$ cat src/rtl/vga_pmod_rx.sv
// Tiny VGA Pmod receiver: recovers pixel position from the sync pins.
// It locks onto the stream and produces a signature of each clean frame.
module vga_pmod_rx #(
    parameter int H_ACTIVE        = 640,
    parameter int H_TOTAL         = 800,
    parameter int H_SYNC_START    = 656,
    parameter int V_ACTIVE        = 480,
    parameter int V_TOTAL         = 525,
    parameter int V_SYNC_START    = 490,
    parameter bit SYNC_ACTIVE_LOW = 1'b1
) (
    input  logic        clk,
    input  logic        rst_n,
    input  logic [7:0]  pmod,
    output logic        pix_valid,
    output logic [9:0]  pix_x,
    output logic [9:0]  pix_y,
    output logic [5:0]  pix_rgb,
    output logic        locked,
    output logic        line_err,
    output logic        frame_err,
    output logic        frame_done,
    output logic [15:0] frame_sig,
    output logic [8:0]  frame_count
);

    localparam logic [9:0] H_ACT  = 10'(H_ACTIVE);
    localparam logic [9:0] H_LAST = 10'(H_TOTAL - 1);
    localparam logic [9:0] H_SS   = 10'(H_SYNC_START);
    localparam logic [9:0] V_ACT  = 10'(V_ACTIVE);
    localparam logic [9:0] V_LAST = 10'(V_TOTAL - 1);
    localparam logic [9:0] V_SS   = 10'(V_SYNC_START);

    typedef enum logic [1:0] {
        UNLOCKED,
        HSYNCED,
        ACQUIRE,
        LOCKED
    } state_t;

    state_t      state;
    state_t      state_n;

    logic [7:0]  s1;
    logic        s1_vld;
    logic        hs_prev;
    logic        vs_prev;
    logic [9:0]  h_q;
    logic [9:0]  v_q;
    logic [15:0] acc;
    logic        err_flag;

    logic        hs_now;
    logic        vs_now;
    logic        hs_edge;
    logic        vs_edge;
    logic [9:0]  h_inc;
    logic [9:0]  h_cur;
    logic        h_wrap;
    logic [9:0]  v_inc;
    logic [9:0]  v_cur;
    logic        checking;
    logic        l_err;
    logic        f_err;
    logic        active;
    logic        show;
    logic        bad;
    logic        sig_upd;
    logic [5:0]  rgb;

    // The reset value of S1 must not look like an asserted sync pulse.
    assign hs_now  = s1_vld & (s1[7] ^ SYNC_ACTIVE_LOW);
    assign vs_now  = s1_vld & (s1[3] ^ SYNC_ACTIVE_LOW);
    assign hs_edge = hs_now & ~hs_prev;
    assign vs_edge = vs_now & ~vs_prev;

    assign h_inc  = (h_q == H_LAST) ? 10'd0 : h_q + 10'd1;
    assign h_cur  = hs_edge ? H_SS : h_inc;
    assign h_wrap = ~hs_edge & (h_q == H_LAST);

    always_comb begin
        v_inc = v_q;
        if (h_wrap) begin
            v_inc = (v_q == V_LAST) ? 10'd0 : v_q + 10'd1;
        end
    end

    assign v_cur = vs_edge ? V_SS : v_inc;

    assign checking = (state == ACQUIRE) || (state == LOCKED);
    assign l_err    = checking & hs_edge & (h_inc != H_SS);
    assign f_err    = checking & vs_edge &
                      ((v_inc != V_SS) | (h_cur != 10'd0));

    assign active  = (h_cur < H_ACT) && (v_cur < V_ACT);
    assign show    = (state == LOCKED) & active;
    assign bad     = err_flag | l_err | f_err;
    assign sig_upd = vs_edge & (state == LOCKED) & ~bad;
    assign rgb     = {s1[0], s1[4], s1[1], s1[5], s1[2], s1[6]};

    always_comb begin
        state_n = state;
        unique case (state)
            UNLOCKED: if (hs_edge) state_n = HSYNCED;
            HSYNCED:  if (vs_edge) state_n = ACQUIRE;
            ACQUIRE:  if (vs_edge && !bad) state_n = LOCKED;
            LOCKED:   if (line_err || frame_err) state_n = ACQUIRE;
        endcase
    end

    always_ff @(posedge clk or negedge rst_n) begin
        if (!rst_n) begin
            state <= UNLOCKED;
        end else begin
            state <= state_n;
        end
    end

    always_ff @(posedge clk or negedge rst_n) begin
        if (!rst_n) begin
            s1      <= 8'd0;
            s1_vld  <= 1'b0;
            hs_prev <= 1'b0;
            vs_prev <= 1'b0;
            h_q     <= 10'd0;
            v_q     <= 10'd0;
        end else begin
            s1      <= pmod;
            s1_vld  <= 1'b1;
            hs_prev <= hs_now;
            vs_prev <= vs_now;
            h_q     <= h_cur;
            v_q     <= v_cur;
        end
    end

    // Errors seen in the vs-edge cycle count against the frame just ending.
    always_ff @(posedge clk or negedge rst_n) begin
        if (!rst_n) begin
            err_flag <= 1'b0;
            acc      <= 16'd0;
        end else begin
            err_flag <= vs_edge ? 1'b0 : (err_flag | l_err | f_err);
            if (vs_edge) begin
                acc <= 16'd0;
            end else if (checking && active) begin
                acc <= {acc[14:0], acc[15]} ^ {10'd0, rgb};
            end
        end
    end

    always_ff @(posedge clk or negedge rst_n) begin
        if (!rst_n) begin
            pix_valid   <= 1'b0;
            pix_x       <= 10'd0;
            pix_y       <= 10'd0;
            pix_rgb     <= 6'd0;
            line_err    <= 1'b0;
            frame_err   <= 1'b0;
            frame_done  <= 1'b0;
            frame_sig   <= 16'd0;
            frame_count <= 9'd0;
        end else begin
            pix_valid  <= show;
            pix_x      <= h_cur;
            pix_y      <= v_cur;
            pix_rgb    <= show ? rgb : 6'd0;
            line_err   <= l_err;
            frame_err  <= f_err;
            frame_done <= sig_upd;
            if (sig_upd) begin
                frame_sig   <= acc;
                frame_count <= frame_count + 9'd1;
            end
        end
    end

    assign locked = (state == LOCKED);

endmodule

$ cat config.mk
export PLATFORM = sky130hd
export DESIGN_NAME = vga_pmod_rx
export DESIGN_NICKNAME = d
export VERILOG_FILES = /design/src/rtl/vga_pmod_rx.sv
export SDC_FILE = /design/constraint.sdc
export NUM_CORES = 1
export LEC_CHECK = 0
export BUFFER_PORTS_ARGS = -buffer_cell sky130_fd_sc_hd__buf_2
export CAP_MARGIN = 20
export CORE_AREA = 8 8 129 95
export DETAILED_ROUTE_END_ITERATION = 10
export DIE_AREA = 0 0 137 103
export GPL_ROUTABILITY_DRIVEN = 0
export SLEW_MARGIN = 25
export SYNTH_ARGS = -nofsm -noshare
export SYNTH_HDL_FRONTEND = slang
export SYNTH_SLANG_ARGS = --single-unit
export TNS_END_PERCENT = 1
$ cat constraint.sdc
create_clock -name clk -period 3.4 [get_ports clk]
set_clock_uncertainty 0.15 [all_clocks]
set_input_delay 0.68 -clock clk [delete_from_list [all_inputs] [get_ports clk]]
set_output_delay 0.68 -clock clk [all_outputs]
set_load 0.05 [all_outputs]
# Yosys cells after proc, flatten, opt, wreduce, memory -nomap -nowiden

Cells that the tools add are included.

Register bits after elaboration: 85
Input bits: 10

$add $sub $neg: 3
$lt $le $gt $ge: 2
Equality and inequality tests: 11
Multiplexer cells: 14
Bitwise gates (word level): 22
Reductions and logical operators: 10

Operators with widths:

| operator                | count |
|---|---|
| $mux W10                | 5 |
| $mux W16                | 2 |
| $add A10 B1 Y10 const B | 2 |
| $eq A10 B10 Y1 const B  | 2 |
| $xor A16 B6 Y16         | 1 |
| $and A1 B1 Y1           | 12 |
| $lt A10 B10 Y1 const B  | 1 |
| $lt A10 B9 Y1 const B   | 1 |
| $ne A10 B10 Y1 const B  | 1 |
| $ne A10 B9 Y1 const B   | 1 |
| $reduce_bool A10 Y1     | 1 |
| $add A9 B1 Y9 const B   | 1 |
| $mux W2                 | 4 |
| $pmux W2 S4             | 1 |
| $mux W6                 | 1 |
| $not A1 Y1              | 6 |
| $eq A2 B2 Y1 const B    | 2 |
| $ne A2 B1 Y1 const B    | 2 |
| $ne A2 B2 Y1 const B    | 2 |
| $reduce_and A4 Y1       | 1 |
| $logic_and A1 B1 Y1     | 3 |
| $or A1 B1 Y1            | 3 |
| $eq A2 B1 Y1 const B    | 1 |
| $logic_not A2 Y1        | 1 |
| 4 further kinds         | 5 |

# Depth between registers and ports, before layout

Gate-level depths: netlist of the first run.

Depth after elaboration: 14
Gate-level depth with buffers: 12
Gate-level depth less buffers: 9

# Worst setup path before layout of the first run

OpenSTA, ideal clock, no wires.

Path type: register to register
Start: register pix_y[0] (netlist name)
End: register frame_count[1]
Setup time: 0.125 ns
Data arrival time: 3.444 ns
Data required time: 3.125 ns
Slack: -0.319 ns
Cell stages (with the launch flop): 11
Cell sequence: dfrtp_1 > bufbuf_16 > inv_1 > ha_1 > or3b_2 > o311a_1 > a2111o_1 > a221o_1 > nor4_4 > buf_6 > mux2_2

RTL lines:

| element              | line | source |
|---|---|---|
| to (signal assigned) | 173  | `frame_count <= frame_count + 9'd1;` |
| to (decl)            | 24   | `output logic [8:0] frame_count` |

==> results.md, run 1 <==
- Placed cell areas: 4490 µm²
- Post-Route Setup TNS: 0 ns
- Via density: 5.26
- Cells along the critical path: ha_4 -> nand4_1 -> or4_4 -> a2111oi_2 -> o2111ai_2 -> nor4_4 -> buf_12 -> mux2_2
- M1 wire length: 4.76 mm
- HP Class: in2async
- Largest buffer count on any clock path: 2
- MaxCap Viol Count: 0
- CP startpoint: pix_x[0]
- Initial DRT Pass Iterations: 5
- Hold buffers post-CTS: 0
- Die area: 14100 µm²
- Final ANT Viol Nets: 0
- CTS sink cnt: 85
- Vias in the first global route: 3005
- Slowest cell on the critical path: or4_4
- H-tree level count: 3
- Postcts setup bufs: 0
- Remaining global-route overflow: 0
- CTS tree: built
- Initial antenna violation count: 0
- #FFs+latches synth: 85
- Max rail drop VDD: 290 µV
- Synth cell types: 66
- Setup crit end: frame_sig[4]
- Final worst path period share: 93.1%
- Pre-CTS WS: 0.155 ns
- Worst-path clk slew: 0.07 ns
- Root buf cell: clkbuf_16
- Mapped Cells: 363
- Highest layer used for signal routing: met4
- GR Util All Layers: 14.7%
- Sequential fraction of the synthesis area: 53.3%
- Synth Net Count: 377
- Design Power: 2.70 mW
- WL met2: 4.14 mm
- Bufs and invs on worst path: 1
- Rows: 31
- Die width: 137 µm
- Crit Path Category: reg2reg
- Metal3 WL: 671 µm
- Final setup fails: 0
- Ys Warns: 0
- Reg2Reg Setup Slack: 0.24 ns
- Vias: 3002
- Die Y-Extent: 103 µm
- Initial core utilization: 39.3%
- Main synth FF type: dfrtp_1
- Avg WL per Cell: 17.0 µm
- Fraction of registers with async set/reset: 100%
- # port buffers: 65
- CTS buffer count: 9
- Worst path max stage delay: 0.53 ns
- RSZ-0062 raised after global routing: false
- Layout area overhead: 21.6%
- CP Max Fanout: 25
- Type of origin of the critical path: flop
- Worst setup EP type: flop
- Relative slew slack: 49.9%
- Number of DRC markers in iteration 0: 309
- Final hold vios: 0
- Critical Path Stages: 8
- Largest net degree at the start of global routing: 59
- Fmax: 0.316 GHz
- Count of pins over their slew limit: 0
- Slew @ Worst Pin: 0.751 ns
- FF-to-FF Start: pix_x[0]
- Reg2reg end: frame_sig[4]
- Worst path top cell family by delay: simple AND/OR/NAND/NOR gates
- Core box area: 10200 µm²
- CP Data Arrival Time: 3.24 ns
- Final WL: 9.69 mm
- First-pass GRT wire length: 16.1 mm
- PnR worst setup slack: 0.236 ns
- Post-synth EDFFs: 0
- Final nets: 448
- Min Tclk post-route: 3.16 ns
- Layout cells sized above 1: 33.0%
- Static Leak: 2.26 nW
- Mapped Area: 3990 µm²
- Hpwl dp: 6.91 mm
- Status: complete, no violations
- Pwr dens: 556 nW/µm²
- Drc violations: 0
- Final cell area excluding filler cells: 4850 µm²
- Antenna Cells: 0
- Reg2Reg Depth: 8
- WP data required: 3.48 ns
- Clock latency on the worst-skew pair: 0.34 ns
- Syn avg cell area: 11.0 µm²
- Ports: 66
## cell usage in the layout, fill, tap and decap left out, drive strengths merged, types with 11 or more instances in the layout
cell type and count:
nand2 37, inv 11, mux2 17, buf 82
dfrtp 85, nand3 18, nor2 21, a21oi 22
o21ai 12, xnor2 17, and3 11
## metal layers
metal | vias to the layer above | track usage (%)
li1 | 1450 | -
met1 | 1438 | 20.7
met2 | 100 | 20.9
met3 | 14 | 4.14
met4 | 0 | 5.49
met5 | - | 0
## logic make-up after synthesis
group,share of synthesized area [%]
flip-flops,53.3
adder cells (fa/ha/maj),1.25
AO/OA/AOI/OAI,10.3
multiplexers,5.05
AND/OR/NAND/NOR,20.2
XOR/XNOR,4.83
other,0.0939
buffers and inverters,4.92
## timing repair
item,CTS,global route
setup endpoints to repair,0,18
endpoints found under the hold margin,0,0
resized for setup,0,2
## Yosys cell counts (6+ instances only)
master	n	area, µm²
dfrtp_1	85	2130
nand2_1	37	139
a21oi_1	22	110
nor2_1	21	78.8
nand3_1	18	90.1
xnor2_1	17	149
mux2_2	16	180
o21ai_0	12	60.1
and3_1	11	68.8
clkbuf_1	11	41.3
nand4_1	9	56.3
inv_1	8	30.0
nor3_1	7	35.0
nor4_1	6	37.5
## sequential cells by signal, indices dropped and copies added, names as in the netlist, 2 cells and up
signal / flops
pix_y: 10
s1: 8
pix_x: 10
frame_count: 9
state: 2
acc: 16
pix_rgb: 6
frame_sig: 16
## power by group
group / internal, mW / switching, mW / total [mW]
registers: 1.06 / 0.0932 / 1.16
logic: 0.138 / 0.254 / 0.392
clock network: 0.729 / 0.420 / 1.15
total: 1.93 / 0.768 / 2.70
## through the flow
stage | hold WS (ns) | util (%) | cells
2_1_floorplan | 0.234 | - | 363
3_3_place_gp | 0.301 | 44.2 | 555
3_5_place_dp | 0.304 | 44.2 | 555
4_1_cts | 0.279 | 47.7 | 571
5_1_grt | 0.277 | 47.8 | 571
6_report | 0.253 | 47.8 | 571
## worst min path at each step
stage | from | to | slack [ns] | cells after the start
after detailed placement | s1[3] | vs_prev | 0.30 | 1
after global routing | pmod[4] | s1[4] | 0.28 | 1
after CTS | pmod[4] | s1[4] | 0.28 | 1
after global placement | s1[3] | vs_prev | 0.30 | 1
after floorplan | rst_n | acc[0] | 0.23 | 0
final | rst_n | s1_vld | 0.25 | 1
## area by class of cell
type	instances	area, µm²
Fill cell	957	5310
Sequential cell	85	2140
Multi-Input combinational cell	248	1700
Timing Repair Buffer	82	468
Clock buffer	9	225
Tap cell	132	165
Clock inverter	7	128
Inverter	8	30.0
Note: power is estimated with default switching activity, not from simulation.
==> run 2: changes to the inputs <==
--- a/config.mk
+++ b/config.mk
@@ -5,11 +5,11 @@
 export SDC_FILE = /design/constraint.sdc
 export NUM_CORES = 1
 export LEC_CHECK = 0
-export BUFFER_PORTS_ARGS = -buffer_cell sky130_fd_sc_hd__buf_2
 export CAP_MARGIN = 20
 export CORE_AREA = 8 8 129 95
 export DETAILED_ROUTE_END_ITERATION = 10
 export DIE_AREA = 0 0 137 103
+export DONT_BUFFER_PORTS = 1
 export GPL_ROUTABILITY_DRIVEN = 0
 export SLEW_MARGIN = 25
 export SYNTH_ARGS = -nofsm -noshare
==> results.md, run 2 (same netlist as run 1, synthesis figures left out) <==
- Highest layer used for signal routing: met4 (unchanged)
- Via density: 5.47 (was 5.26)
- Relative slew slack: 56.8% (was 49.9%)
- Clock latency on the worst-skew pair: 0.33 ns (was 0.34 ns)
- M1 wire length: 4.43 mm (was 4.76 mm)
- Layout cells sized above 1: 23.7% (was 33.0%)
- Crit Path Category: reg2reg (unchanged)
- Sequential Area: 2140 µm² (unchanged)
- Final Non-Filler Cells: 520 (was 571)
- Status: complete, no violations (unchanged)
- CTS resizes: 0 (unchanged)
- Initial antenna violation count: 0 (unchanged)
- Number of fill cells in the layout: 966 (was 957)
- Die width: 137 µm (unchanged)
- Reg2reg end: frame_sig[12] (was frame_sig[4])
- Final WL: 9.44 mm (was 9.69 mm)
- Bufs and invs on worst path: 1 (unchanged)
- Most common cell after layout, fill and taps aside: dfrtp_1 (unchanged)
- Die area: 14100 µm² (unchanged)
- Largest buffer count on any clock path: 2 (unchanged)
- Final nets: 397 (was 448)
- Drc violations: 0 (unchanged)
- Remaining global-route overflow: 0 (unchanged)
- Design Power: 2.53 mW (was 2.70 mW)
- Number of DRC markers in iteration 0: 162 (was 309)
- Root buf cell: clkbuf_16 (unchanged)
- Layout area overhead: 14.9% (was 21.6%)
- Hpwl dp: 6.67 mm (was 6.91 mm)
- Vias: 2846 (was 3002)
- Largest registers: acc: 16 flops, frame_sig: 16 flops (unchanged)
- Initial DRT Pass Iterations: 4 (was 5)
- Max rail drop VDD: 291 µV (was 290 µV)
- Core box area: 10200 µm² (unchanged)
- Rows: 31 (unchanged)
- Static Leak: 1.99 nW (was 2.26 nW)
- # port buffers: 0 (was 65)
- Post-Route Setup TNS: 0 ns (unchanged)
- Largest net degree at the start of global routing: 86 (was 59)
- DP Cell Count: 503 (was 555)
- Reg2Reg Setup Slack: 0.27 ns (was 0.24 ns)
- Avg WL per Cell: 18.2 µm (was 17.0 µm)
- Die Y-Extent: 103 µm (unchanged)
- Reg2Reg Depth: 8 (unchanged)
- Critical Path Stages: 8 (unchanged)
- CP Max Fanout: 25 (unchanged)
- Worst setup EP type: flop (unchanged)
- Antenna Cells: 0 (unchanged)
- H-tree level count: 3 (unchanged)
- Final hold vios: 0 (unchanged)
- Fmax: 0.320 GHz (was 0.316 GHz)
- Worst path max stage delay: 0.56 ns (was 0.53 ns)
- WHS: 0.103 ns (was 0.253 ns)
- Slowest cell on the critical path: or4_1 (was or4_4)
- CTS sink cnt: 85 (unchanged)
- Initial core utilization: 39.3% (unchanged)
- Worst-path clk slew: 0.07 ns (about the same)
- Type of origin of the critical path: flop (unchanged)
- CTS buffer count: 9 (unchanged)
- GR Util All Layers: 14.0% (was 14.7%)
- Pwr dens: 552 nW/µm² (was 556 nW/µm²)
- Worst path top cell family by delay: simple AND/OR/NAND/NOR gates (unchanged)
- Commonest cells after routing, fill and taps aside: 76 x dfrtp_1, 37 x nand2_1, 29 x buf_4 (was 76 x dfrtp_1, 64 x buf_2, 37 x nand2_1)
- CP startpoint: pix_x[0] (unchanged)
- Count of pins over their slew limit: 0 (unchanged)
- Final worst path period share: 91.9% (was 93.1%)
- Min Tclk post-route: 3.13 ns (was 3.16 ns)
- Cells along the critical path: ha_4 -> nand4_1 -> or4_1 -> a2111oi_2 -> o2111ai_2 -> nor4_4 -> buf_12 -> mux2_2 (was ha_4 -> nand4_1 -> or4_4 -> a2111oi_2 -> o2111ai_2 -> nor4_4 -> buf_12 -> mux2_2)
- WP data required: 3.46 ns (was 3.48 ns)
- First-pass GRT wire length: 15.4 mm (was 16.1 mm)
- Setup crit end: frame_sig[12] (was frame_sig[4])
- Area of the multi-input gates: 1690 µm² (was 1700 µm²)
- Final setup fails: 0 (unchanged)
- MaxCap Viol Count: 0 (unchanged)
- WL met2: 4.03 mm (was 4.14 mm)
- FF-to-FF Start: pix_x[0] (unchanged)
- CTS tree: built (unchanged)
- RSZ-0062 raised after global routing: false (unchanged)
- Final ANT Viol Nets: 0 (unchanged)
- Slew @ Worst Pin: 0.648 ns (was 0.751 ns)
- Ports: 66 (unchanged)
- Vias in the first global route: 2844 (was 3005)
- Metal3 WL: 901 µm (was 671 µm)
- CP Data Arrival Time: 3.19 ns (was 3.24 ns)
- HP Class: in2async (unchanged)
[run 2: cell type report]
| class | count | share of cell area (%) |
|---|---|---|
| clock inverters | 7 | 1.64 |
| inverters | 8 | 0.654 |
| clock buffers | 9 | 4.91 |
| flip-flops and latches | 85 | 46.6 |
| multi-input cells | 248 | 36.8 |
| well taps | 132 | 3.60 |
| repair buffers | 31 | 5.78 |
[run 2: stage by stage]
stage	worst slack (ns)	instance area, µm²	util, %
floorplan	0.00332	4010	-
global placement	0.352	4260	41.9
detailed placement	0.280	4260	41.9
CTS	0.267	4590	45.1
global route	0.0181	4590	45.1
finish	0.274	4590	45.1
[run 2: report_power, final]
part / internal [mW] / leakage, nW / switching [mW]
Combinational: 0.137 / 0.745 / 0.255
Sequential: 1.06 / 1.10 / 0.0925
Clock: 0.573 / 0.143 / 0.411
[run 2: worst min path at each step]
stage,from,to,slack (ns),depth (start not counted)
floorplan,rst_n,acc[0],0.23,0
global placement,rst_n,s1[3],0.24,0
detailed placement,rst_n,s1_vld,0.24,0
CTS,rst_n,frame_sig[0],0.12,1
global route,rst_n,acc[2],0.13,1
finish,rst_n,pix_x[0],0.10,1
[run 2: worst reg2reg max path, delay by kind of cell (launching register included)]
| family | cells | cell delay, ns |
|---|---|---|
| and+or+nand+nor | 3 | 1.09 |
| muxes | 1 | 0.36 |
| buffers and inverters | 1 | 0.22 |
| adders and majority gates | 1 | 0.17 |
| DFF | 1 | 0.39 |
| AOI/OAI and AO/OA | 2 | 0.63 |
[run 2: repair_timing]
action	in CTS	in global routing
setup buffers	0	0
hold buffers	1	0
endpoints found under the setup margin	0	0
hold endpoints to repair	85	0
[run 2: routing by layer]
metal	vias up	global-route usage, %
li1	1338	-
met1	1418	19.3
met2	83	19.5
met3	7	6.38
met4	0	3.41
met5	-	0
==> run 3: changes to the inputs <==
--- a/config.mk
+++ b/config.mk
@@ -10,7 +10,6 @@
 export DETAILED_ROUTE_END_ITERATION = 10
 export DIE_AREA = 0 0 137 103
 export DONT_BUFFER_PORTS = 1
-export GPL_ROUTABILITY_DRIVEN = 0
 export SLEW_MARGIN = 25
 export SYNTH_ARGS = -nofsm -noshare
 export SYNTH_HDL_FRONTEND = slang
==> constraint.sdc (replaced) <==
create_clock -name clk -period 2.5 [get_ports clk]
set_clock_uncertainty 0.15 [all_clocks]
set_input_delay 0.5 -clock clk [delete_from_list [all_inputs] [get_ports clk]]
set_output_delay 0.5 -clock clk [all_outputs]
set_load 0.05 [all_outputs]
==> results.md, run 3 (same netlist as run 1, synthesis figures left out) <==
- Largest registers: acc: 16 flops, frame_sig: 16 flops (unchanged)
- Status: finished, violations left (was complete, no violations)
- CTS tree: built (unchanged)
- Largest buffer count on any clock path: 2 (unchanged)
- Reg2Reg Depth: 9 (was 8)
- Remaining global-route overflow: 0 (unchanged)
- Final ANT Viol Nets: 0 (unchanged)
- Static Leak: 2.30 nW (was 1.99 nW)
- Worst setup EP type: flop (unchanged)
- Die width: 137 µm (unchanged)
- Cells along the critical path: inv_2 -> ha_1 -> or3b_4 -> o311a_1 -> a2111o_1 -> a221o_1 -> nor4_4 -> buf_12 -> mux2_2 (was ha_4 -> nand4_1 -> or4_1 -> a2111oi_2 -> o2111ai_2 -> nor4_4 -> buf_12 -> mux2_2)
- Root buf cell: clkbuf_16 (unchanged)
- Worst path max stage delay: 0.41 ns (was 0.56 ns)
- First-pass GRT wire length: 16.3 mm (was 15.4 mm)
- Clock latency on the worst-skew pair: 0.33 ns (about the same)
- WHS: -0.287 ns (was 0.103 ns)
- Bufs and invs on worst path: 2 (was 1)
- HP Class: in2async (unchanged)
- Fmax: 0.330 GHz (was 0.320 GHz)
- Initial core utilization: 39.3% (unchanged)
- Commonest cells after routing, fill and taps aside: 90 x buf_4, 76 x dfrtp_1, 37 x nand2_1 (was 76 x dfrtp_1, 37 x nand2_1, 29 x buf_4)
- Number of DRC markers in iteration 0: 143 (was 162)
- Rows: 31 (unchanged)
- FF-to-FF Start: pix_y[0] (was pix_x[0])
- Slowest cell on the critical path: dfrtp_2 (was or4_1)
- PnR worst setup slack: -0.529 ns (was 0.274 ns)
- RSZ-0062 raised after global routing: true (was false)
- Number of fill cells in the layout: 955 (was 966)
- Count of pins over their slew limit: 0 (unchanged)
- CP startpoint: pix_y[0] (was pix_x[0])
- Min Tclk post-route: 3.03 ns (was 3.13 ns)
- Antenna Cells: 0 (unchanged)
- Worst path top cell family by delay: compound AO/OA/AOI/OAI gates (was simple AND/OR/NAND/NOR gates)
- Relative slew slack: 61.1% (was 56.8%)
- CP Data Arrival Time: 3.09 ns (was 3.19 ns)
- Vias in the first global route: 3054 (was 2844)
- H-tree level count: 3 (unchanged)
- Die area: 14100 µm² (unchanged)
- Pwr dens: 700 nW/µm² (was 552 nW/µm²)
- Crit Path Category: reg2reg (unchanged)
- Core box area: 10200 µm² (unchanged)
- Layout area overhead: 27.8% (was 14.9%)
- Worst-path clk slew: 0.06 ns (was 0.07 ns)
- Largest net degree at the start of global routing: 86 (unchanged)
- # port buffers: 0 (unchanged)
- Placed cell areas: 4760 µm² (was 4260 µm²)
- Vias: 3064 (was 2846)
- Postcts setup bufs: 0 (unchanged)
- Final worst path period share: 121% (was 91.9%)
- Initial antenna violation count: 0 (unchanged)
- Final setup fails: 51 (was 0)
- Type of origin of the critical path: flop (unchanged)
- Failing checks: hold timing, setup timing
- Reg2Reg Setup Slack: -0.53 ns (was 0.27 ns)
- Reg2reg end: frame_sig[12] (unchanged)
- Hpwl dp: 7.36 mm (was 6.67 mm)
- Initial DRT Pass Iterations: 4 (unchanged)
- Avg WL per Cell: 17.5 µm (was 18.2 µm)
- GR Util All Layers: 15.0% (was 14.0%)
- DP Cell Count: 565 (was 503)
- Final Non-Filler Cells: 581 (was 520)
- CP Max Fanout: 25 (unchanged)
- Most common cell after layout, fill and taps aside: buf_4 (was dfrtp_1)
- Layout cells sized above 1: 36.1% (was 23.7%)
- Final WL: 10.2 mm (was 9.44 mm)
- CTS sink cnt: 85 (unchanged)
- Max rail drop VDD: 564 µV (was 291 µV)
- Slew @ Worst Pin: 0.583 ns (was 0.648 ns)
- Final nets: 458 (was 397)
- Final cell area excluding filler cells: 5100 µm² (was 4590 µm²)
- Pre-CTS WS: -0.499 ns (was 0.280 ns)
- Via density: 5.27 (was 5.47)
- CTS buffer count: 9 (unchanged)
- Die Y-Extent: 103 µm (unchanged)
- Ports: 66 (unchanged)
- MaxCap Viol Count: 0 (unchanged)
- WP data required: 2.56 ns (was 3.46 ns)
- Drc violations: 0 (unchanged)
- Final hold vios: 85 (was 0)
- RD Place Congestion: 0.842
-- run 3: cell types whose count changed in the layout (fill, tap and decap cells not counted), moves of 2 or more --
| cell | previous run | this run |
|---|---|---|
| inv_2 | 0 | 2 |
| clkinvlp_4 | 2 | 0 |
| inv_1 | 8 | 6 |
| buf_4 | 29 | 90 |
-- run 3: layout make-up --
class | instances | area (µm²) | share of cell area [%]
inverter | 8 | 30.0 | 0.589
timing repair buffer | 92 | 716 | 14.0
tap | 132 | 165 | 3.24
multi-input combinational | 248 | 1750 | 34.3
clock inverter | 6 | 62.6 | 1.23
clock buffer | 10 | 239 | 4.68
sequential | 85 | 2140 | 41.9
-- run 3: what timing repair did --
action,4_1_cts,5_1_grt
gates resized for setup,1,8
endpoints found under the hold margin,85,85
cloned,0,0
pin swaps,0,1
setup endpoints to repair,51,52
-- run 3: worst max path at each step --
stage | end | slack, ns | depth (start not counted)
after floorplan | frame_count[1] | -0.81 | 8
after global placement | frame_sig[1] | -0.46 | 7
after detailed placement | frame_sig[12] | -0.50 | 9
after CTS | frame_sig[12] | -0.54 | 9
after global routing | frame_sig[8] | -0.65 | 9
final | frame_sig[12] | -0.53 | 9
-- run 3: layer usage --
metal	up-vias	track usage (%)	wire length, µm
met5	-	0	0
met4	0	3.99	93
met3	9	5.60	968
li1	1457	-	-
met1	1515	20.5	4670
met2	83	21.7	4420
-- run 3: per-stage QoR --
stage               TNS (ns)  hold WS, ns  total power [mW]  util [%]
global placement      -15.63       0.0578              2.24      46.8
global route          -24.72       -0.305              3.73      50.2
floorplan             -29.96       0.0544              1.96         -
detailed placement    -17.31       0.0578              2.25      46.8
CTS                   -17.21       -0.307              3.60      49.8
finish                -17.71       -0.287              3.57      50.2
-- run 3: worst reg2reg max path: stages (launching register included) --
cell and delay [ns]:
dfrtp_2 0.41, inv_2 0.06, ha_1 0.13, or3b_4 0.40, o311a_1 0.30, a2111o_1 0.36
a221o_1 0.31, nor4_4 0.21, buf_12 0.22, mux2_2 0.36
-- run 3: power breakdown --
part	internal (mW)	leakage (nW)	switching, mW
Clock	0.798	0.152	0.520
Combinational	0.318	1.05	0.414
Sequential	1.45	1.10	0.0730
